`config.mk`:
```
export PLATFORM = sky130hd
export DESIGN_NAME = uart_tx_mmio
export DESIGN_NICKNAME = d
export VERILOG_FILES = /design/src/rtl/uart_tx_mmio.sv
export SDC_FILE = /design/constraint.sdc
export NUM_CORES = 1
export LEC_CHECK = 0
export CAP_MARGIN = 20
export CELL_PAD_IN_SITES_DETAIL_PLACEMENT = 0
export CELL_PAD_IN_SITES_GLOBAL_PLACEMENT = 1
export CORE_MARGIN = 4
export CORE_UTILIZATION = 39
export DETAILED_ROUTE_END_ITERATION = 12
export GPL_TIMING_DRIVEN = 0
export PLACE_DENSITY = 0.85
export RECOVER_POWER = 100
export SLEW_MARGIN = 20
export SYNTH_ARGS = -nofsm -noshare
export SYNTH_HDL_FRONTEND = slang
export SYNTH_SLANG_ARGS = --single-unit
```
`constraint.sdc`:
```
create_clock -name clk -period 3.33 [get_ports clk]
set_clock_uncertainty 0.05 [all_clocks]
set_input_delay 0.8325 -clock clk [delete_from_list [all_inputs] [get_ports clk]]
set_output_delay 0.8325 -clock clk [all_outputs]
set_load 0.01 [all_outputs]
```
`src/rtl/uart_tx_mmio.sv`:
```
// Memory-mapped 8N1 UART transmitter with a TX FIFO, fixed baud divider and polled status.
// Define UART_TX_IRQ_EN to build the TX-done interrupt (irq output, CTRL[2] irq_en).
module uart_tx_mmio #(
    parameter int BAUD_DIV   = 868,
    parameter int FIFO_DEPTH = 8
) (
    input  logic        clk,
    input  logic        reset,
    input  logic        bus_we,
    input  logic        bus_re,
    input  logic [3:0]  bus_addr,
    input  logic [31:0] bus_wdata,
    output logic [31:0] bus_rdata,
    output logic        ser_out,
    output logic        tx_busy,
    output logic        irq
);
    localparam int PTR_W  = $clog2(FIFO_DEPTH);
    localparam int CNT_W  = $clog2(FIFO_DEPTH + 1);
    localparam int BAUD_W = $clog2(BAUD_DIV);

    localparam logic [3:0] ADDR_TXDATA = 4'h0;
    localparam logic [3:0] ADDR_STATUS = 4'h4;
    localparam logic [3:0] ADDR_CTRL   = 4'h8;

    typedef enum logic [1:0] {IDLE, START, DATA, STOP} state_t;

    state_t            state, state_next;
    logic [7:0]        fifo_mem [FIFO_DEPTH];
    logic [PTR_W-1:0]  wr_ptr, rd_ptr;
    logic [CNT_W-1:0]  count;
    logic              fifo_full, fifo_empty;
    logic              tx_en, overflow, irq_en;
    logic [BAUD_W-1:0] baud_cnt, baud_next;
    logic [2:0]        bit_idx, bit_next;
    logic [7:0]        shift, shift_next;
    logic              ser_next, baud_end, can_pop, pop;
    logic              wr_txdata, wr_ctrl, push, ovf_set, ovf_clr;
    logic [31:0]       rdata_next;
    logic              unused_wdata;

    assign unused_wdata = ^bus_wdata[31:8];

    assign fifo_full  = (count == CNT_W'(FIFO_DEPTH));
    assign fifo_empty = (count == '0);
    assign wr_txdata  = bus_we && (bus_addr == ADDR_TXDATA);
    assign wr_ctrl    = bus_we && (bus_addr == ADDR_CTRL);
    // A full FIFO still takes the byte when the FSM frees a slot in the same cycle.
    assign push       = wr_txdata && (!fifo_full || pop);
    assign ovf_set    = wr_txdata && fifo_full && !pop;
    assign ovf_clr    = wr_ctrl && bus_wdata[1];
    assign baud_end   = (baud_cnt == BAUD_W'(BAUD_DIV - 1));
    assign can_pop    = tx_en && !fifo_empty;

    // NOTE: sequential state uses non-blocking assignments so every register samples pre-edge values.
    always_ff @(posedge clk) begin
        if (reset) begin
            wr_ptr <= '0;
            rd_ptr <= '0;
            count  <= '0;
        end else begin
            if (push) wr_ptr <= wr_ptr + PTR_W'(1);
            if (pop)  rd_ptr <= rd_ptr + PTR_W'(1);
            if (push && !pop)      count <= count + CNT_W'(1);
            else if (pop && !push) count <= count - CNT_W'(1);
        end
    end

    // NOTE: FIFO storage is not reset; the pointers and count alone define its contents.
    always_ff @(posedge clk) begin
        if (push) fifo_mem[wr_ptr] <= bus_wdata[7:0];
    end

    always_ff @(posedge clk) begin
        if (reset) begin
            tx_en    <= 1'b0;
            overflow <= 1'b0;
        end else begin
            if (wr_ctrl) tx_en <= bus_wdata[0];
            if (ovf_set)      overflow <= 1'b1;
            else if (ovf_clr) overflow <= 1'b0;
        end
    end

    // NOTE: every output of this block gets a default first so no latch can be inferred.
    always_comb begin
        state_next = state;
        baud_next  = baud_cnt;
        bit_next   = bit_idx;
        shift_next = shift;
        ser_next   = ser_out;
        pop        = 1'b0;
        unique case (state)
            IDLE: begin
                if (can_pop) begin
                    pop        = 1'b1;
                    state_next = START;
                    shift_next = fifo_mem[rd_ptr];
                    ser_next   = 1'b0;
                    baud_next  = '0;
                end
            end
            START: begin
                baud_next = baud_cnt + BAUD_W'(1);
                if (baud_end) begin
                    state_next = DATA;
                    baud_next  = '0;
                    bit_next   = 3'd0;
                    ser_next   = shift[0];
                end
            end
            DATA: begin
                baud_next = baud_cnt + BAUD_W'(1);
                if (baud_end) begin
                    baud_next = '0;
                    if (bit_idx == 3'd7) begin
                        state_next = STOP;
                        ser_next   = 1'b1;
                    end else begin
                        shift_next = shift >> 1;
                        ser_next   = shift[1];
                        bit_next   = bit_idx + 3'd1;
                    end
                end
            end
            STOP: begin
                baud_next = baud_cnt + BAUD_W'(1);
                if (baud_end) begin
                    baud_next = '0;
                    if (can_pop) begin
                        pop        = 1'b1;
                        state_next = START;
                        shift_next = fifo_mem[rd_ptr];
                        ser_next   = 1'b0;
                    end else begin
                        state_next = IDLE;
                    end
                end
            end
        endcase
    end

    always_ff @(posedge clk) begin
        if (reset) begin
            state    <= IDLE;
            baud_cnt <= '0;
            bit_idx  <= '0;
            shift    <= '0;
            ser_out  <= 1'b1;
            tx_busy  <= 1'b0;
        end else begin
            state    <= state_next;
            baud_cnt <= baud_next;
            bit_idx  <= bit_next;
            shift    <= shift_next;
            ser_out  <= ser_next;
            tx_busy  <= (state_next != IDLE);
        end
    end

`ifdef UART_TX_IRQ_EN
    logic irq_q, irq_set, irq_clr;

    assign irq_set = (state == STOP) && baud_end && !can_pop && fifo_empty && irq_en;
    // Firmware acknowledgement wins over a completion landing in the same cycle.
    assign irq_clr = wr_txdata || (wr_ctrl && !bus_wdata[2]);

    always_ff @(posedge clk) begin
        if (reset) begin
            irq_en <= 1'b0;
            irq_q  <= 1'b0;
        end else begin
            if (wr_ctrl) irq_en <= bus_wdata[2];
            if (irq_clr)      irq_q <= 1'b0;
            else if (irq_set) irq_q <= 1'b1;
        end
    end

    assign irq = irq_q;
`else
    assign irq_en = 1'b0;
    assign irq    = 1'b0;
`endif

    always_comb begin
        rdata_next = '0;
        case (bus_addr)
            ADDR_STATUS: begin
                rdata_next[0]          = fifo_full;
                rdata_next[1]          = fifo_empty;
                rdata_next[2]          = tx_busy;
                rdata_next[3]          = overflow;
                rdata_next[8 +: CNT_W] = count;
            end
            ADDR_CTRL: begin
                rdata_next[0] = tx_en;
                rdata_next[2] = irq_en;
            end
            default: ;
        endcase
    end

    always_ff @(posedge clk) begin
        if (reset)       bus_rdata <= '0;
        else if (bus_re) bus_rdata <= rdata_next;
    end

endmodule
```
==> results.md, run 1 <==
- CTS root buf: clkbuf_16
- Status: complete, no violations
- Number of synthesis warnings: 0
- Port Buffers: 25
- Mux share of post-synthesis cell area: roughly 11%
- Setup Crit Path Kind: register to register
- Die span in y: about 120 um
- DR vias: 3267
- Max Cap Violations: 0
- Final TNS setup: 0 ns
- Ports: 75
- Worst setup EP type: register
- Final worst path period share: a little over nine tenths
- PD cells: between 400 and 500 nW/um^2
- DRT iter0 DRCs: approximately 240
- Critical Path Fanout Max: 8
- Fmax: 308 MHz
- Hold Violations, Final: 0
- CTS buffer count: 9
- Average size of a mapped cell: roughly 13 sq um
- Total track usage: 13.7%
- CTS Buffer Depth: 2
- RSZ-0062 raised after global routing: yes
- CP max-delay cell: o41a_4
- Compound-Gate Fraction of Synth Area: 8.93%
- Sequential element share of the synthesized area: between 50% and 60%
- Place WS: -0.771 ns
- GRT Max-Usage Layer: met2
- Path depth of the worst reg2reg path: 12
- Initial antenna violation count: 0
- DRC: 0
- Num Clock Sinks: 112
- RR Startpoint: baud_cnt[4]$_SDFFE_PP0P_
- Startpoint types: register
- Critical Path RT: approximately 3.6 ns
- Die area: 14900 sq um
- Final nets: between 500 and 600
- Filler Cells Inserted: approximately 1.1k
- First-pass GRT wire length: 15.8 mm
- Post-synth cell types: 59
- # rows: 41
- R2R Setup Slk: 0.08 ns
- GR Layer Usage met1: a little under a fifth
- Async SR Flop Fraction: 0%
- M3 GR Usage: roughly 3%
- Simple logic cell fraction of the synthesized area: 12.5%
- Final WS setup: between 0.07 and 0.08 ns
- Syn Std Cell Area: between 5000 and 6000 sq um
- Via density per instance: 5.04
- Initial Util: between 40% and 50%
- End of the worst hold path: shift[7]$_SDFFE_PP0P_
- Synthesis-to-layout area growth: 19.5%
- Top FF cell, synth: edfxtp_1
- Share of layout cells above drive strength 1: between 10% and 20%
- Yosys reg bits: 112
- Min Tclk post-route: between 3 and 4 ns
- Largest family of logic cells by synthesized area: simple AND/OR/NAND/NOR gates
- Peak supply drop: 0.291 mV
- Worst rel slew slack: 29.6%
- Drt wl/cell: ~15 um
- CTS tree: yes
- Die width: 122 um
- FF-to-FF End: count[3]$_SDFFE_PP0P_
- Slowest stage delay, CP: approximately 0.54 ns
- Synth Instances: roughly 400
- Hold Path Stages: 2
- EDFF count, synth: 64
- ANT cells: 0
- Final setup fails: 0
- Arrival time worst endpoint: ~3.5 ns
- Hold WC Path Type: register to register
- GPL Wtd Cong: a little over 0.8
- Hold_sp: shift[7]$_SDFFE_PP0P_
- Core area: around 13000 sq um
- Synth Area in Adders: under 10%
- Post-DP HPWL: roughly 6.7 mm
- Slew Limit Fails: 0
- Worst-Margin Slew: ~1.0 ns
- Antenna Violating Nets Remaining: 0
- Pleak: around 2.2 nW
- Drt pass-1 iters: 5
- Largest net degree at the start of global routing: 25
- Post-synthesis xor/xnor area fraction: 1.04%
- Routed WL: approximately 9.6 mm
- Clk pin slew, worst setup/hold paths: 0.08 ns
- Congestion Overflow GR: 0
- Latest clock arrival within the worst-skew pair: 0.35 ns
- H-tree lvl count: 3
- Crit path cell chain: buf_6, or3_4, o41a_4, a311oi_4, ha_2, inv_2, ha_1, a21o_1, a21oi_2, xnor2_1, or3_1, a21oi_1
- Met2 Use GR: 22.0%
- Vias in the first global route: between 3k and 4k
## cells in the final DEF, fill, tap and decap left out, types with 3 or more instances in the layout
cell type and count:
ha_1 12, inv_8 3, or3_1 3, nor3_1 8, buf_4 34, dlygate4sd3_1 19, edfxtp_1 64, a22oi_1 3
mux2i_1 20, conb_1 25, nor2_1 36, a21oi_1 19, nand2_1 21, dlymetal6s2s_1 3, a311oi_1 6, nand2b_1 11
dfxtp_1 48, clkdlybuf4s50_1 3, buf_1 3, mux4_2 16, clkbuf_1 13, nor4_1 4, xnor2_1 5, inv_1 7
clkbuf_16 9, o21ai_0 13, nand3_1 12
## power breakdown
part	switching (mW)	total [mW]	internal (mW)
registers	0.00307	1.46	1.46
clock network	0.552	1.10	0.549
logic	0.0591	0.109	0.0494
## state kept, by name, indices dropped and copies added, names as in the netlist, 3 cells and up, named ones only
name	cells
bus_rdata	8
baud_cnt	10
wr_ptr	3
fifo_mem	64
bit_idx	3
rd_ptr	3
count	4
shift	8
## per-stage QoR
stage | power, mW | cells | util [%] | area, sq um | hold WS (ns)
after CTS | 2.70 | 644 | 47.4 | 6000 | 0.409
after global placement | 1.60 | 625 | 44.4 | 5630 | 0.392
after floorplan | 1.56 | 428 | - | 5170 | 0.382
final | 2.67 | 648 | 47.8 | 6060 | 0.410
after global routing | 2.78 | 648 | 47.8 | 6060 | 0.440
after detailed placement | 1.60 | 625 | 44.6 | 5650 | 0.399
## cell usage after synthesis (2+ instances only)
master | count | area, sq um
a311oi_1 | 6 | 52.6
clkbuf_1 | 13 | 48.8
o31a_1 | 2 | 17.5
nand4_1 | 2 | 12.5
a21oi_1 | 20 | 100
or3_1 | 4 | 25.0
xnor2_1 | 5 | 43.8
nand3b_1 | 2 | 15.0
nor4_1 | 4 | 25.0
and3b_1 | 2 | 17.5
edfxtp_1 | 64 | 1920
and3_1 | 2 | 12.5
nor2_1 | 36 | 135
buf_2 | 2 | 10.0
a22oi_1 | 3 | 22.5
nor3_2 | 2 | 20.0
nor4b_1 | 2 | 17.5
mux4_2 | 16 | 360
nand2_1 | 21 | 78.8
dfxtp_1 | 48 | 961
nand4b_1 | 2 | 17.5
nand2b_1 | 11 | 68.8
nand3_1 | 12 | 60.1
buf_4 | 25 | 188
mux2i_1 | 20 | 200
nor3b_1 | 3 | 22.5
a211oi_1 | 2 | 15.0
ha_1 | 13 | 163
o21ai_0 | 13 | 65.1
inv_1 | 8 | 30.0
buf_1 | 4 | 15.0
nor3_1 | 8 | 40.0
## metal layers
layer,wire length [um],vias to the layer above
li1,-,1591
met1,4240,1580
met2,4630,84
met3,542,12
met4,143,0
met5,0,-
## worst max-delay path by stage
stage	startpoint	end	slack (ns)	cells past startpoint
floorplan	bus_addr[1]	count[3]$_SDFFE_PP0P_	0.04	11
global placement	bus_addr[1]	fifo_mem[5][6]$_DFFE_PP_	-0.80	6
detailed placement	bus_addr[1]	count[3]$_SDFFE_PP0P_	-0.77	12
CTS	bus_addr[2]	count[3]$_SDFFE_PP0P_	0.06	12
global route	baud_cnt[4]$_SDFFE_PP0P_	count[3]$_SDFFE_PP0P_	-0.07	12
finish	baud_cnt[4]$_SDFFE_PP0P_	count[3]$_SDFFE_PP0P_	0.08	12
## layout make-up
type / instances / area (sq um) / share of cell area, %
Sequential cell: 112 / 2880 / 47.6
Buffer: 43 / 264 / 4.36
Tap cell: 172 / 215 / 3.55
Clock buffer: 9 / 225 / 3.72
Clock inverter: 7 / 91.3 / 1.51
Timing Repair Buffer: 34 / 325 / 5.37
Inverter: 8 / 30.0 / 0.496
Multi-Input combinational cell: 263 / 2020 / 33.4
## critical path: cells and delay by family, from the launching register on
family	cells	cell delay, ns
adder cells (fa/ha/maj)	2	0.53
flip-flops	1	0.31
XOR/XNOR	1	0.09
AO/OA/AOI/OAI	5	1.31
AND/OR/NAND/NOR	2	0.72
buffers and inverters	2	0.19
## cells by family (layout without fill, tap and decap cells)
logic type / after synthesis / in the layout
AOI/OAI and AO/OA: 61 / 61
xor gates and xnor gates: 6 / 6
and+or+nand+nor: 121 / 121
buffers and inverters: 53 / 101
DFF: 112 / 112
other: 1 / 25
adders and majority gates: 14 / 14
muxes: 36 / 36
## timing repair
item | in CTS | in global routing
endpoints found under the setup margin | 50 | 17
hold endpoints to repair | 0 | 0
hold buffers | 0 | 0
resized for setup | 2 | 8
pin swaps | 3 | 7
setup buffers | 3 | 6
(Power assumes the default switching activity.)
==> inputs of run 2 (changes only) <==
CORE_MARGIN = default   (was 4)
SETUP_SLACK_MARGIN = 0.3   (was default)
SKIP_LAST_GASP = 1   (was default)
==> run 2 against run 1 <==
Against the previous run: final area up 0.58%; fmax increased by 1.8%; cell count grew 0.46%; sequential power is essentially flat; hold slack better by 0.0050 ns; core utilization increased by 0.28 points; register-to-register slack better by 0.06 ns; setup slack better by 0.059 ns; power decreased by 0.72%; sequential cell count did not move; clock power hardly changed.
==> results.md, run 2 (synthesized netlist as in run 1, its figures left out) <==
- Critical Path Fanout Max: 8 (unchanged)
- Final TNS setup: 0 ns (unchanged)
- Synthesis-to-layout area growth: 20.2%
- Comb pwr share: 4.1% (about the same)
- Drt pass-1 iters: 4 (-1)
- Initial Util: 40.0% (unchanged)
- Post-CTS Hold Buffers: 0 (unchanged)
- Share of layout cells above drive strength 1: 19.6% (+1.6 points)
- Latest clock arrival within the worst-skew pair: 0.35 ns (about the same)
- Hold Violations, Final: 0 (unchanged)
- Antenna Violating Nets Remaining: 0 (unchanged)
- Cells after DPL: 625 (unchanged)
- Final worst path period share: 95.9% (-1.8 points)
- Path depth of the worst reg2reg path: 14 (+2)
- CTS root buf: clkbuf_16
- Arrival time worst endpoint: 3.42 ns (-0.07 ns)
- Fmax: 313 MHz (+1.8%)
- Initial antenna violation count: 0 (unchanged)
- Drt wl/cell: 15.0 um (+1.5%)
- # rows: 41 (unchanged)
- Crit path cell chain: buf_6, or3_1, buf_2, o41a_4, nor3_4, inv_1, ha_2, inv_2, ha_1, a21o_1, a21oi_2, xnor2_1, or3_1, a21oi_1
- Clock share of power: 40.7% (-0.5 points)
- Ports: 75 (unchanged)
- DR vias: 3307 (+1.2%)
- CTS Buffer Depth: 2 (unchanged)
- Final nets: 528 (+0.57%)
- Final WS setup: 0.138 ns (+0.0589 ns)
- H-tree lvl count: 3 (unchanged)
- CP max-delay cell: o41a_4
- Filler Cells Inserted: 1094 (-2.2%)
- Multi-input logic area: 2060 sq um (+1.6%)
- Final core utilization: 48.1% (+0.28 points)
- Critical Path RT: 3.56 ns (about the same)
- Die area: 13500 sq um (-9.6%)
- Worst-Margin Slew: 0.717 ns (-0.332 ns)
- Via density per instance: 5.08 (+0.76%)
- Core area: 12700 sq um (unchanged)
- Pint: 2.05 mW (-0.61%)
- Clk pin slew, worst setup/hold paths: 0.08 ns (about the same)
- Worst setup EP type: register
- Die width: 116 um (-4.9%)
- Die span in y: 116 um (-4.9%)
- Max Cap Violations: 0 (unchanged)
- Reg power frac: 55.2% (+0.4 points)
- Min Tclk post-route: 3.19 ns (-0.0589 ns)
- Switching share of total power: 22.9% (-0.082 points)
- CP dominant cell by count: or3_1
- GPL Wtd Cong: 0.837 (+2.5%)
- Post-DP HPWL: 6.68 mm (+0.20%)
- Cell Count, Final, Fillers Out: 651 (+0.46%)
- ANT cells: 0 (unchanged)
- DRC: 0 (unchanged)
- Most frequent cells in the layout: edfxtp_1 (64), dfxtp_1 (48), nor2_1 (35), buf_4 (33), conb_1 (25)
- First-pass GRT wire length: 15.6 mm (-0.96%)
- Slew Limit Fails: 0 (unchanged)
- RR Startpoint: baud_cnt[4]$_SDFFE_PP0P_
- Commonest non-fill, non-tap cell in the layout: edfxtp_1
- Num Clock Sinks: 112 (unchanged)
- Status: complete, no violations
- Sw Pwr: 607 uW (-1.1%)
- Hold Path Stages: 2 (unchanged)
- Biggest regs: fifo_mem x64, baud_cnt x10
- FF-to-FF End: count[3]$_SDFFE_PP0P_
- Slowest stage delay, CP: 0.41 ns (-0.13 ns)
- Hold_sp: shift[7]$_SDFFE_PP0P_
- Congestion Overflow GR: 0 (unchanged)
- Largest net degree at the start of global routing: 23 (-8.0%)
- CTS tree: yes
- Hold WC Path Type: register to register
- Vias in the first global route: 3140 (-0.32%)
- RSZ-0062 raised after global routing: yes
- Place WS: -0.575 ns (+0.196 ns)
- Port Buffers: 25 (unchanged)
- Setup Crit Path Kind: register to register
- Pleak: 2.16 nW (-1.0%)
- Startpoint types: register
- R2R Setup Slk: 0.14 ns (+0.06 ns)
- Final setup fails: 0 (unchanged)
- Largest Register: fifo_mem
- Peak supply drop: 0.324 mV (+11%)
- CTS buffer count: 9 (unchanged)
- Max reg flops: 64 (unchanged)
- Total track usage: 15.4% (+1.7 points)
- FF+latch area: 2880 sq um (unchanged)
- Routed WL: 9.75 mm (+2.0%)
- PD cells: 436 nW/um^2 (-1.3%)
- Worst rel slew slack: 51.7% (+22 points)
- DRT iter0 DRCs: 118 (-51%)
- End of the worst hold path: shift[7]$_SDFFE_PP0P_
## run 2: changes by cell type in the layout (fill, tap and decap cells not counted), sizes merged
cell and delta:
dlygate4sd2 +3, clkinv +1, dlymetal6s2s -3, dlygate4sd3 +1, clkbuf +2, inv -1
clkdlybuf4s50 -1, buf +1
## run 2: layer usage
layer  GRT usage, %  part of all wire, %  vias up  wire (um)
li1               -                    -     1596          -
met4           4.96                  1.3        0        124
met2           25.9                   48       76       4710
met5              0                    0        -          0
met3           3.19                  3.4       11        334
met1           19.9                   47     1624       4580
## run 2: what timing repair did
| action | CTS | global route |
|---|---|---|
| resized for setup | 13 | 6 |
| pin swaps | 3 | 4 |
| buffers inserted | 5 | 5 |
| endpoints found under the setup margin | 67 | 33 |
| endpoints found under the hold margin | 0 | 0 |
## run 2: critical path, delay by kind of cell, from the launching register on
kind	cells	cell delay [ns]
simple gates	3	0.91
compound gates	4	0.89
buf+inv	4	0.44
fa+ha+maj	2	0.42
flops	1	0.31
xor+xnor	1	0.08
## run 2: layout make-up
type	count	area share, %
Sequential cell	112	47.3
Tap cell	172	3.53
Buffer	45	4.52
Clock buffer	9	3.70
Multi-Input combinational cell	263	33.7
Inverter	8	0.493
Clock inverter	7	1.27
Timing Repair Buffer	35	5.42
## run 2: worst max path at each step
stage                                to                      from
2_1_floorplan     count[3]$_SDFFE_PP0P_  baud_cnt[0]$_SDFFE_PP0P_
3_3_place_gp   fifo_mem[5][6]$_DFFE_PP_               bus_addr[1]
3_5_place_dp      count[3]$_SDFFE_PP0P_               bus_addr[1]
4_1_cts           count[3]$_SDFFE_PP0P_  baud_cnt[4]$_SDFFE_PP0P_
5_1_grt           count[3]$_SDFFE_PP0P_  baud_cnt[4]$_SDFFE_PP0P_
6_report          count[3]$_SDFFE_PP0P_  baud_cnt[4]$_SDFFE_PP0P_
## run 2: power groups by stage
| stage | Combinational [mW] | Clock [mW] | Sequential [mW] |
|---|---|---|---|
| 2_1_floorplan | 0.0664 | 0 | 1.50 |
| 4_1_cts | 0.109 | 1.09 | 1.46 |
| 3_3_place_gp | 0.105 | 0 | 1.50 |
| 3_5_place_dp | 0.108 | 0 | 1.50 |
| 5_1_grt | 0.122 | 1.14 | 1.47 |
| 6_report | 0.110 | 1.08 | 1.46 |
## run 2: per-stage QoR
stage          area (sq um)  hold slack (ns)  power (mW)
6_report               6090            0.415        2.66
5_1_grt                6090            0.429        2.73
4_1_cts                6040            0.420        2.67
3_5_place_dp           5660            0.410        1.60
3_3_place_gp           5640            0.393        1.60
2_1_floorplan          5170            0.382        1.56
==> inputs of run 3 (changes only) <==
--- a/config.mk
+++ b/config.mk
@@ -13,2 +13,3 @@
 export GPL_TIMING_DRIVEN = 0
+export HOLD_SLACK_MARGIN = 0.02
 export PLACE_DENSITY = 0.85
==> constraint.sdc (replaced) <==
create_clock -name clk -period 3.33 [get_ports clk]
set_clock_uncertainty 0.05 [all_clocks]
set_input_delay 0.666 -clock clk [delete_from_list [all_inputs] [get_ports clk]]
set_output_delay 0.666 -clock clk [all_outputs]
set_load 0.01 [all_outputs]
==> run 3 against run 2 <==
Against the previous run: cell count fell by 0.77%; sequential power is essentially flat; power up 1.1%; sequential cell count did not move; fmax is 0.82% higher; largest cell class unchanged.
==> results.md, run 3 (synthesized netlist as in run 1, its figures left out) <==
- Final nets: 523 (-0.95%)
- Hold_sp: bus_rdata[1]$_SDFFE_PP0P_
- Post-DP HPWL: 6.67 mm (-0.13%)
- H-tree lvl count: 3 (unchanged)
- Via density per instance: 5.16 (+1.6%)
- Port Buffers: 25 (unchanged)
- RSZ-0062 raised after global routing: yes
- Hold Violations, Final: 0 (unchanged)
- Post-CTS Hold Buffers: 0 (unchanged)
- Final worst path period share: 95.1% (-0.78 points)
- Peak supply drop: 0.324 mV (+0.18%)
- Commonest non-fill, non-tap cell in the layout: edfxtp_1
- Worst setup EP type: register
- PD cells: 446 nW/um^2 (+2.3%)
- Filler Cells Inserted: 1095 (+0.091%)
- Num Clock Sinks: 112 (unchanged)
- Routed WL: 9.81 mm (+0.56%)
- GPL Wtd Cong: 0.804 (-3.9%)
- Critical Path Fanout Max: 8 (unchanged)
- CTS buffer count: 9 (unchanged)
- DRC: 0 (unchanged)
- Drt wl/cell: 15.2 um (+1.3%)
- Ports: 75 (unchanged)
- Initial antenna violation count: 0 (unchanged)
- Hold WC Path Type: register to register
- Max reg flops: 64 (unchanged)
- Cell Count, Final, Fillers Out: 646 (-0.77%)
- # rows: 41 (unchanged)
- Die span in y: 116 um (unchanged)
- Biggest regs: fifo_mem x64, baud_cnt x10
- Min Tclk post-route: 3.17 ns (-0.0261 ns)
- Synthesis-to-layout area growth: 18.7%
- Worst-Margin Slew: 1.07 ns (+0.354 ns)
- Total track usage: 15.7% (+0.34 points)
- DRT iter0 DRCs: 168 (+42%)
- Crit path from: baud_cnt[4]$_SDFFE_PP0P_
- DR vias: 3334 (+0.82%)
- Largest Register: fifo_mem
- Clk pin slew, worst setup/hold paths: 0.08 ns (about the same)
- ANT cells: 0 (unchanged)
- Setup Crit Path Kind: register to register
- CTS Buffer Depth: 2 (unchanged)
- Die width: 116 um (unchanged)
- Most frequent cells in the layout: edfxtp_1 (64), dfxtp_1 (48), nor2_1 (35), buf_4 (27), conb_1 (25)
- Initial Util: 40.0% (unchanged)
- CTS root buf: clkbuf_16
- Core area: 12700 sq um (unchanged)
- Largest net degree at the start of global routing: 24 (+4.3%)
- Hold Slack: 0.421 ns (+0.00601 ns)
- Status: complete, no violations
- Cells after DPL: 626 (+0.16%)
- Die area: 13500 sq um (unchanged)
- First-pass GRT wire length: 15.8 mm (+1.4%)
- Drt pass-1 iters: 4 (unchanged)
- Arrival time worst endpoint: 3.40 ns (-0.02 ns)
- Final setup fails: 0 (unchanged)
- Max Cap Violations: 0 (unchanged)
- RR Startpoint: baud_cnt[4]$_SDFFE_PP0P_
- CTS tree: yes
- Antenna Violating Nets Remaining: 0 (unchanged)
- Share of layout cells above drive strength 1: 17.3% (-2.3 points)
- Startpoint types: register
- Critical Path RT: 3.56 ns (about the same)
- Latest clock arrival within the worst-skew pair: 0.36 ns (about the same)
- Congestion Overflow GR: 0 (unchanged)
- Pleak: 2.12 nW (-1.8%)
- Final TNS setup: 0 ns (unchanged)
- Slew Limit Fails: 0 (unchanged)
- Vias in the first global route: 3145 (+0.16%)
- Worst rel slew slack: 28.1% (-24 points)
- Fmax: 316 MHz (+0.82%)
-- run 3: cell types whose count changed in the layout (fill, tap and decap cells not counted), moves of 2 or more --
cell / previous run / this run
ha_1: 10 / 13
ha_2: 3 / 0
buf_4: 33 / 27
clkbuf_1: 13 / 15
inv_12: 0 / 2
clkdlybuf4s50_1: 2 / 5
dlygate4sd2_1: 3 / 0
-- run 3: worst paths after layout --
check / to / slack, ns / cells past startpoint
max: count[3]$_SDFFE_PP0P_ / 0.16 / 13
min reg2reg: bus_rdata[1]$_SDFFE_PP0P_ / 0.42 / 2
max reg2reg: count[3]$_SDFFE_PP0P_ / 0.16 / 13
min: bus_rdata[1]$_SDFFE_PP0P_ / 0.42 / 2
-- run 3: repair_timing --
action                                  CTS  global route
gates resized for setup                   8             6
gates cloned                              0             0
hold endpoints to repair                  0             0
pin swaps                                 3             0
endpoints found under the setup margin   56            50
setup buffers                             4             0
-- run 3: cell type report --
cell class / instances / area, sq um / area share, %
timing repair buffer: 30 / 277 / 4.59
clock inverter: 7 / 87.6 / 1.46
clock buffer: 9 / 225 / 3.74
multi-input combinational: 263 / 2030 / 33.7
sequential: 112 / 2880 / 47.9
tap: 172 / 215 / 3.58
inverter: 8 / 30.0 / 0.499
buffer: 45 / 275 / 4.57
-- run 3: routing by layer --
layer  part of all wire [%]  vias up  GRT usage, %  routed length (um)
met5                      0        -             0                   0
met4                    1.7        0          5.64                 166
met3                    3.8       14          2.93                 377
met2                     49       92          26.1                4770
met1                     46     1638          20.6                4500
li1                       -     1590             -                   -
-- run 3: where the power goes --
group,leakage [nW],switching (mW),internal [mW]
logic,1.01,0.0582,0.0490
clock network,0.149,0.564,0.548
registers,0.962,0.00316,1.46
total,2.12,0.626,2.06
-- run 3: worst max-delay path, stage by stage (launching register included) --
cell,delay [ns]
dfxtp_1,0.31
buf_6,0.13
or3_1,0.30
buf_2,0.16
o41a_4,0.40
a311oi_4,0.24
ha_1,0.24
inv_2,0.07
ha_1,0.27
a21o_1,0.18
a21oi_1,0.17
xnor2_1,0.10
or3_1,0.31
a21oi_1,0.14
-- run 3: stage by stage --
| step | power [mW] | worst slack (ns) | area, sq um | utilization, % |
|---|---|---|---|---|
| CTS | 2.70 | 0.192 | 6030 | 47.6 |
| global route | 2.78 | 0.0413 | 6020 | 47.5 |
| floorplan | 1.56 | 0.199 | 5170 | - |
| global placement | 1.60 | -0.730 | 5630 | 44.4 |
| finish | 2.68 | 0.164 | 6020 | 47.5 |
| detailed placement | 1.60 | -0.586 | 5650 | 44.6 |
